### config.mk
export PLATFORM = sky130hd
export DESIGN_NAME = popcount_arbiter
export DESIGN_NICKNAME = d
export VERILOG_FILES = /design/src/rtl/popcount_pkg.sv /design/src/rtl/count_ones.sv /design/src/rtl/rr_arbiter.sv /design/src/rtl/popcount_arbiter.sv
export SDC_FILE = /design/constraint.sdc
export NUM_CORES = 1
export LEC_CHECK = 0
export ABC_CLOCK_PERIOD_IN_PS = 9900
export CAP_MARGIN = 20
export CORE_MARGIN = 2
export CORE_UTILIZATION = 43
export DETAILED_ROUTE_END_ITERATION = 6
export PLACE_DENSITY = 0.8
export SYNTH_ARGS = -nofsm -noshare
export SYNTH_HDL_FRONTEND = slang
export SYNTH_SLANG_ARGS = --single-unit
### constraint.sdc
create_clock -name clk -period 9.9 [get_ports clk]
set_input_delay 2.97 -clock clk [delete_from_list [all_inputs] [get_ports clk]]
set_output_delay 2.97 -clock clk [all_outputs]
set_load 0.02 [all_outputs]
### src/rtl/popcount_pkg.sv
// popcount_pkg: shared constants, width helpers and types for popcount_arbiter.
//   POP_DATA_W  beat width fed to the popcount unit
//   POP_W       width of a single-beat popcount (0..64)
//   cnt_w/id_w/beat_w  derive result port widths from NUM_REQ / MAX_BEATS
//   pc_state_e  arbiter FSM states
//   res_t       per-packet result record, sized for the largest legal
//               configuration (NUM_REQ <= 16, MAX_BEATS <= 65535)
package popcount_pkg;

  localparam int unsigned POP_DATA_W = 64;
  localparam int unsigned POP_W      = 7;

  function automatic int cnt_w(input int max_beats);
    return POP_W + $clog2(max_beats) + 1;
  endfunction

  function automatic int id_w(input int num_req);
    return (num_req <= 2) ? 1 : $clog2(num_req);
  endfunction

  function automatic int beat_w(input int max_beats);
    return $clog2(max_beats + 1);
  endfunction

  typedef enum logic [1:0] {IDLE, BUSY, RESULT} pc_state_e;

  typedef struct packed {
    logic [23:0] count;
    logic [3:0]  id;
    logic [15:0] beats;
    logic        trunc;
  } res_t;

endpackage

### src/rtl/count_ones.sv
// count_ones: combinational population count of one data word.
//   en     in   gate; output is zero when low
//   d_in   in   DATA_W data word
//   count  out  number of set bits in d_in
module count_ones #(
  parameter int unsigned DATA_W = 64,
  parameter int unsigned OUT_W  = 7
) (
  input  logic              en,
  input  logic [DATA_W-1:0] d_in,
  output logic [OUT_W-1:0]  count
);

  always_comb begin
    count = '0;
    if (en) begin
      count = OUT_W'($countones(d_in));
    end
  end

endmodule

### src/rtl/rr_arbiter.sv
// rr_arbiter: combinational round-robin pick.
//   req  in   request vector, one bit per requester
//   ptr  in   highest-priority index; search runs upward from here, wrapping
//   gnt  out  one-hot grant (zero when no request)
//   id   out  encoded index of gnt
//   any  out  at least one request present
module rr_arbiter #(
  parameter int unsigned N    = 4,
  parameter int unsigned ID_W = 2
) (
  input  logic [N-1:0]    req,
  input  logic [ID_W-1:0] ptr,
  output logic [N-1:0]    gnt,
  output logic [ID_W-1:0] id,
  output logic            any
);

  logic [ID_W-1:0] sel;

  always_comb begin
    gnt = '0;
    id  = '0;
    any = 1'b0;
    sel = '0;
    for (int unsigned i = 0; i < N; i++) begin
      sel = ID_W'((32'(ptr) + i) % N);
      if (!any && req[sel]) begin
        any      = 1'b1;
        gnt[sel] = 1'b1;
        id       = sel;
      end
    end
  end

endmodule

### src/rtl/popcount_arbiter.sv
// popcount_arbiter: shares one 64-bit popcount datapath between NUM_REQ
// packet sources. Whole packets are granted round-robin; the ones count is
// accumulated over all beats and returned once per packet with the source id.
//   clk, rst_n             clock, asynchronous active-low reset
//   req_valid/ready/last   per-requester beat handshake (ready one-hot in BUSY)
//   req_data               NUM_REQ x 64 beat data, requester i at [64*i +: 64]
//   res_valid/res_ready    result handshake; res_* held while stalled
//   res_count              ones in the packet
//   res_id                 requester that sent the packet
//   res_beats              beats in the packet, 1..MAX_BEATS
//   res_trunc              packet force-closed at MAX_BEATS without req_last
// Optional feature, macro POPCNT_STATS_EN: adds stat_sel / stat_pkts, a
// per-requester 16-bit saturating count of delivered results.
module popcount_arbiter
  import popcount_pkg::*;
#(
  parameter int unsigned NUM_REQ   = 4,
  parameter int unsigned MAX_BEATS = 16
) (
  input  logic                              clk,
  input  logic                              rst_n,
  input  logic [NUM_REQ-1:0]                req_valid,
  input  logic [NUM_REQ*POP_DATA_W-1:0]     req_data,
  input  logic [NUM_REQ-1:0]                req_last,
  output logic [NUM_REQ-1:0]                req_ready,
  output logic                              res_valid,
  input  logic                              res_ready,
  output logic [cnt_w(MAX_BEATS)-1:0]       res_count,
  output logic [id_w(NUM_REQ)-1:0]          res_id,
  output logic [beat_w(MAX_BEATS)-1:0]      res_beats,
  output logic                              res_trunc
`ifdef POPCNT_STATS_EN
  ,
  input  logic [id_w(NUM_REQ)-1:0]          stat_sel,
  output logic [15:0]                       stat_pkts
`endif
);

  localparam int unsigned CNT_W  = cnt_w(MAX_BEATS);
  localparam int unsigned ID_W   = id_w(NUM_REQ);
  localparam int unsigned BEAT_W = beat_w(MAX_BEATS);

  pc_state_e state, state_nxt;

  logic [ID_W-1:0]       grant, rr_ptr, arb_id;
  logic [NUM_REQ-1:0]    grant_oh, arb_gnt;
  logic                  arb_any;
  logic [CNT_W-1:0]      acc, acc_sum;
  logic [BEAT_W-1:0]     beats, beats_sum;
  logic [POP_DATA_W-1:0] data_arr [NUM_REQ];
  logic [POP_DATA_W-1:0] beat_data;
  logic [POP_W-1:0]      beat_ones;
  logic                  beat_acc, beat_last, close_pkt;

  rr_arbiter #(.N(NUM_REQ), .ID_W(ID_W)) u_arb (
    .req (req_valid),
    .ptr (rr_ptr),
    .gnt (arb_gnt),
    .id  (arb_id),
    .any (arb_any)
  );

  for (genvar g = 0; g < NUM_REQ; g++) begin : g_unpack
    assign data_arr[g] = req_data[g*POP_DATA_W +: POP_DATA_W];
  end

  assign beat_data = data_arr[grant];
  assign beat_acc  = |(req_valid & req_ready);
  assign beat_last = |(req_last & grant_oh);

  count_ones #(.DATA_W(POP_DATA_W), .OUT_W(POP_W)) u_pop (
    .en    (beat_acc),
    .d_in  (beat_data),
    .count (beat_ones)
  );

  assign acc_sum   = acc + CNT_W'(beat_ones);
  assign beats_sum = beats + BEAT_W'(1);
  // A beat that is last or fills the packet closes it; trunc only in the latter case.
  assign close_pkt = beat_acc && (beat_last || (beats_sum == BEAT_W'(MAX_BEATS)));

  always_ff @(posedge clk or negedge rst_n) begin
    if (!rst_n) begin
      state <= IDLE;
    end else begin
      state <= state_nxt;
    end
  end

  always_comb begin
    state_nxt = state;
    req_ready = '0;
    res_valid = 1'b0;
    case (state)
      IDLE: begin
        if (arb_any) begin
          state_nxt = BUSY;
        end
      end
      BUSY: begin
        req_ready = grant_oh;
        if (close_pkt) begin
          state_nxt = RESULT;
        end
      end
      RESULT: begin
        res_valid = 1'b1;
        if (res_ready) begin
          state_nxt = IDLE;
        end
      end
      default: state_nxt = IDLE;
    endcase
  end

  always_ff @(posedge clk or negedge rst_n) begin
    if (!rst_n) begin
      grant     <= '0;
      grant_oh  <= '0;
      rr_ptr    <= '0;
      acc       <= '0;
      beats     <= '0;
      res_count <= '0;
      res_id    <= '0;
      res_beats <= '0;
      res_trunc <= 1'b0;
    end else begin
      case (state)
        IDLE: begin
          if (arb_any) begin
            grant    <= arb_id;
            grant_oh <= arb_gnt;
            acc      <= '0;
            beats    <= '0;
          end
        end
        BUSY: begin
          if (beat_acc) begin
            acc   <= acc_sum;
            beats <= beats_sum;
          end
          if (close_pkt) begin
            res_count <= acc_sum;
            res_id    <= grant;
            res_beats <= beats_sum;
            res_trunc <= ~beat_last;
          end
        end
        RESULT: begin
          if (res_ready) begin
            rr_ptr <= (grant == ID_W'(NUM_REQ - 1)) ? '0 : grant + ID_W'(1);
          end
        end
        default: ;
      endcase
    end
  end

`ifdef POPCNT_STATS_EN
  logic [15:0] stat_cnt [NUM_REQ];

  always_ff @(posedge clk or negedge rst_n) begin
    if (!rst_n) begin
      for (int unsigned i = 0; i < NUM_REQ; i++) begin
        stat_cnt[i] <= '0;
      end
    end else if (res_valid && res_ready && (stat_cnt[res_id] != '1)) begin
      stat_cnt[res_id] <= stat_cnt[res_id] + 16'd1;
    end
  end

  assign stat_pkts = (32'(stat_sel) < NUM_REQ) ? stat_cnt[stat_sel] : '0;
`endif

endmodule

# Yosys cells after proc, flatten, opt, wreduce, memory -nomap -nowiden
# Index checks and enable logic that the tools add are counted.
# Widths: inputs -> output; s select.
[totals]
ff_bits = 47
wordCells = 169
[classes]
add_sub_neg = 69
order_cmp = 9
n_eq_ne = 8
mux = 45
bitwise_logic = 7
n_reduce_logical = 21
[op_table]
columns = ["operator", "n"]
rows = [
  ["$add 7x7->7", 31],
  ["$bmux 64 s2", 1],
  ["$mux 64", 2],
  ["$add 1x1->2", 32],
  ["$mux 12", 2],
  ["$pmux 12 s2", 1],
  ["$mux 4", 5],
  ["$mux 2", 8],
  ["$mux 1", 13],
  ["$add 12x7->12", 1],
  ["$lt 2x3->1 const B", 4],
  ["$or 4x4->4", 3],
  ["$mux 5", 2],
  ["$pmux 5 s2", 1],
  ["$and 4x4->4", 2],
  ["$bmux 1 s2", 4],
  ["$demux 1 s2", 4],
  ["$ge 2x1->1 const B", 4],
  ["$logic_and 1x1->1", 8],
  ["$ne 2x2->1 const B", 4],
  ["$reduce_or 4->1", 2],
  ["$mux 7", 1],
  ["$pmux 2 s3", 1],
  ["$reduce_and 2->1", 3],
  ["14 further kinds", 20],
]

# Depth between registers and ports, before layout
[depth]
depth_word = 14
mapped_depth = 35
mapped_depth_nobuf = 32

# By module
# A second synthesis with hierarchy kept.
[unflattened]
cells_unflattened = 583
area_unflattened_um2 = 6548.8
[by_module_without_submodules]
columns = ["mod", "n_inst", "cells_each", "area_each_um2", "seq_area_each_um2"]
rows = [
  ["popcount_arbiter", 1, 319, 4068.9, 1176.1],
  ["count_ones", 1, 219, 2060.7, 0.0],
  ["rr_arbiter", 1, 45, 419.2, 0.0],
]

# Worst setup path before layout
# Ideal clock, no wire load.
[synth_path]
kind = "input port to flip-flop"
startpoint = "input port req_data[196]"
endpoint = "register acc[10]"
arrival_ns = 9.838
required_time_ns = 9.779
slack_ns = -0.059
cell_stages = 30
cell_sequence = "mux4_2 -> ha_1 -> inv_1 -> fa_1 -> inv_1 -> fa_1 -> inv_1 -> fa_1 -> inv_1 -> fa_1 -> fa_1 -> fa_1 -> inv_1 -> fa_1 -> inv_1 -> ha_1 -> inv_1 -> fa_1 -> inv_1 -> a21o_1 -> a21oi_1 -> xor2_1 -> nor2_1 -> ha_1 -> o211ai_1 -> o21ai_1 -> a21oi_1 -> nor3b_1 -> o21bai_1 -> a22o_1"
[synth_via]
elab_chain_len = 13
[synth_rtl]
columns = ["item", "line", "text"]
rows = [
  ["start, declared", "popcount_arbiter.sv:23", "input logic [NUM_REQ*POP_DATA_W-1:0] req_data,"],
  ["$bmux 64 s2", "popcount_arbiter.sv:67", "assign beat_data = data_arr[grant];"],
  ["$mux 64 (implied by the code) (2 in series)", "popcount_arbiter.sv:67", ""],
  ["$add 1x1->2 (implied by the code)", "count_ones.sv:17", "count = OUT_W'($countones(d_in));"],
  ["$add 7x7->7 (implied by the code) (5 in series)", "count_ones.sv:17", ""],
  ["$mux 7", "count_ones.sv:16", "if (en) begin"],
  ["$add 12x7->12", "popcount_arbiter.sv:77", "assign acc_sum = acc + CNT_W'(beat_ones);"],
  ["$mux 12", "popcount_arbiter.sv:138", "if (beat_acc) begin"],
  ["$pmux 12 s2", "popcount_arbiter.sv:128", "case (state)"],
  ["end signal, assigned", "popcount_arbiter.sv:139", "acc <= acc_sum;"],
  ["end, declared", "popcount_arbiter.sv:48", "logic [CNT_W-1:0] acc, acc_sum;"],
]
# Every way passes these cells. The select of a mux whose other input is x is not followed.
# A chain may end at the register's enable or synchronous reset.

# Worst setup path in the final report
[layout_path]
startpoint = "input port req_data[115]"
endpoint = "register res_count[11]"
[layout_via]
elab_chain_len = 11
[layout_rtl]
columns = ["item", "line", "text"]
rows = [
  ["$bmux 64 s2", "popcount_arbiter.sv:67", ""],
  ["$mux 64 (implied by the code) (2 in series)", "popcount_arbiter.sv:67", ""],
  ["$add 1x1->2 (implied by the code)", "count_ones.sv:17", ""],
  ["$add 7x7->7 (implied by the code) (5 in series)", "count_ones.sv:17", ""],
  ["$mux 7", "count_ones.sv:16", ""],
  ["$add 12x7->12", "popcount_arbiter.sv:77", ""],
  ["end signal, assigned", "popcount_arbiter.sv:143", "res_count <= acc_sum;"],
  ["end, declared", "popcount_arbiter.sv:28", "output logic [cnt_w(MAX_BEATS)-1:0] res_count,"],
]
# Every way passes these cells. The select of a mux whose other input is x is not followed.

==> results.md <==
- Worst setup path class: in -> reg
- Layout cells sized above 1: 25.1%
- Row count: 44
- Final routed DRC violation total: 0
- Crit path launch type: primary input
- RR Startpoint: grant[0]
- Final Setup Violations: 0
- Post-synthesis adder-cell area fraction: 30.0%
- Compound-Gate Fraction of Synth Area: 9.33%
- TritonCTS Sinks: 47
- Simple-Gate Fraction of Synth Area: 8.22%
- Average routed wire per standard cell: 19.9 um
- DIE HEIGHT: 126 um
- Cell with the most instances after synthesis: inv_1
- GPL Wtd Cong: 0.827
- Vias per cell: 5.39
- Synth top cells by count: inv_1 (98), mux4_2 (65), fa_1 (61)
- MaxCap Viol Count: 0
- Core area: 14600 um^2
- Die area: 16000 um^2
- Layout area overhead: 63.4%
- Sequential area share after synthesis: 18.2%
- Worst hold path class: reg -> reg
- Routed wire length: 21100 um
- TritonCTS clock tree: built
- Syn. warnings: 0
- Fraction of registers with async set/reset: 100%
- Via count: 5731
- CP peak stage delay: 560 ps
- Die width: 126 um
- XOR/XNOR Fraction of Synth Area: 1.63%
- R2R cell count: 27
- Initial antenna violation count: 4
- Final Hold Viols: 0
- EDFF count, synth: 0
- Total nets after synthesis: 963
- Post-route minimum period: 9690 ps
- Post-synthesis cell area: 6450 um^2
- Arr. time, crit path: 9890 ps
- Relative max-transition margin: 28.4%
- Iter 0 DRT Violations: 168
- Largest net degree at the start of global routing: 48
- Clock root cell: clkbuf_16
- # IOs: 292
- Worst-path clk slew: 60 ps
- CTS Buffer Depth: 2
- Cell repeated most along the worst path: inv_2
- Worst-Margin Slew: 1070 ps
- H-tree levels: 2
- Worst-Skew Late Latency: 280 ps
- CP endpoint kind: register
- Status: complete, no violations
- Primary FF master, synth: dfrtp_1
- WP data required: 10100 ps
- I/O Buffers: 291
- Post-synth top area share: 22.7%
- Hold EP: res_beats[3]
- Slew Viols, Final: 0
- CP max stage cell: fa_2
- GRT Util Overall: 24.2%
- R2R Setup Slk: 1720 ps
- R2r endpoint: res_count[11]
- HP Start: res_beats[3]
- Crit-path max FO: 6
- Vias in the first global route: 6075
- Final Skew: 5.20 ps
- #FFs+latches synth: 47
- Syn_area_per_cell: 11.2 um^2
- Synth area leaders: mux4_2 (23%), fa_1 (19%), dfrtp_1 (18%), ha_1 (11%), inv_1 (5.7%)
- Fin cells: 1063
- WHS: 484 ps
- Total CTS buffers: 5
- Mux cell area share after synthesis: 24.8%
- Grt ovf: 0
- Final period utilization: 97.9%
- Post-route ant nets: 0
- Worst Hold Depth: 2
- Post-DP HPWL: 16400 um
- Cells after synthesis: 578
- Nets: 1259
- Synth unique cells: 53
- Leading area contributor after synthesis: mux4_2
- First-pass GRT wire length: 30700 um
- Initial cell density of the core: 44.2%
- FMAX: 0.103 GHz
- Pre-Repair DR Iteration Count: 4
- Main combinational cell family by area after synthesis: adder cells
- Placed Instances: 1046
timing repair:
action | CTS | global route
resized for setup | 76 | 257
endpoints found under the hold margin | 0 | 0
pin swaps | 49 | 36
setup buffers | 2 | 2
hold buffers | 0 | 0
endpoints found under the setup margin | 16 | 16
gates cloned | 1 | 0
cells by family after synthesis:
family                     Yosys count
AOI/OAI and AO/OA                   93
xor gates and xnor gates            12
adders and majority gates          118
buffers and inverters              127
DFF                                 47
muxes                               76
and+or+nand+nor                    105
how the worst max path moves through the flow:
stage,startpoint,end,cells after the start
floorplan,req_data[196],acc[10],30
global placement,req_data[196],acc[10],31
detailed placement,req_data[197],acc[10],31
CTS,req_data[198],acc[10],33
global route,req_data[137],res_count[10],34
finish,req_data[115],res_count[11],29
sequential cells by signal (all words and copies together), names as in the netlist:
name       cells
state          2
grant          2
res_beats      5
acc           12
res_id         2
res_count     12
grant_oh       4
beats          5
rr_ptr         2
res_trunc      1
cell type report:
type / instances / area (um^2)
clock inverter: 1 / 5.00
fill: 986 / 4050
antenna: 4 / 10.0
sequential: 47 / 1180
multi-input combinational: 404 / 5170
inverter: 99 / 372
tap: 184 / 230
timing repair buffer: 317 / 3450
clock buffer: 7 / 133
layer usage:
metal / wire length, um / track usage (%)
met5: 11 / 0
met2: 11400 / 43.4
met3: 1310 / 4.68
met4: 326 / 4.59
met1: 8100 / 30.6
metrics by stage:
stage	worst slack, ps	TNS [ps]	cell area, um^2	util, %
2_1_floorplan	27.8	0	6460	-
3_3_place_gp	-637	-7780	9640	66.0
3_5_place_dp	-750	-9610	9640	66.0
4_1_cts	2.15	0	9950	68.2
5_1_grt	-48.8	-131	10500	72.2
6_report	210	0	10500	72.3
critical path: cells and delay by family:
kind / cells / cell delay [ps]
fa+ha+maj: 11 / 4390
simple gates: 2 / 110
mux: 1 / 520
compound gates: 5 / 970
xor+xnor: 1 / 140
buf+inv: 9 / 790
placed cells by master, fill, tap and decap left out, drive strengths merged, types with 8 or more instances in the layout:
cell type | netlist | layout
a21oi | 12 | 12
buf | 20 | 27
clkbuf | 8 | 24
clkdlybuf4s15 | 0 | 8
clkdlybuf4s50 | 0 | 98
dfrtp | 47 | 47
dlymetal6s2s | 0 | 167
fa | 61 | 61
ha | 57 | 57
inv | 99 | 99
mux4 | 65 | 65
nand2 | 43 | 43
nor2 | 18 | 18
o21ai | 38 | 38
Power is left out: the tool's default activity adds up to more than one toggle a clock period on the data nets, which glitch-free logic cannot reach.
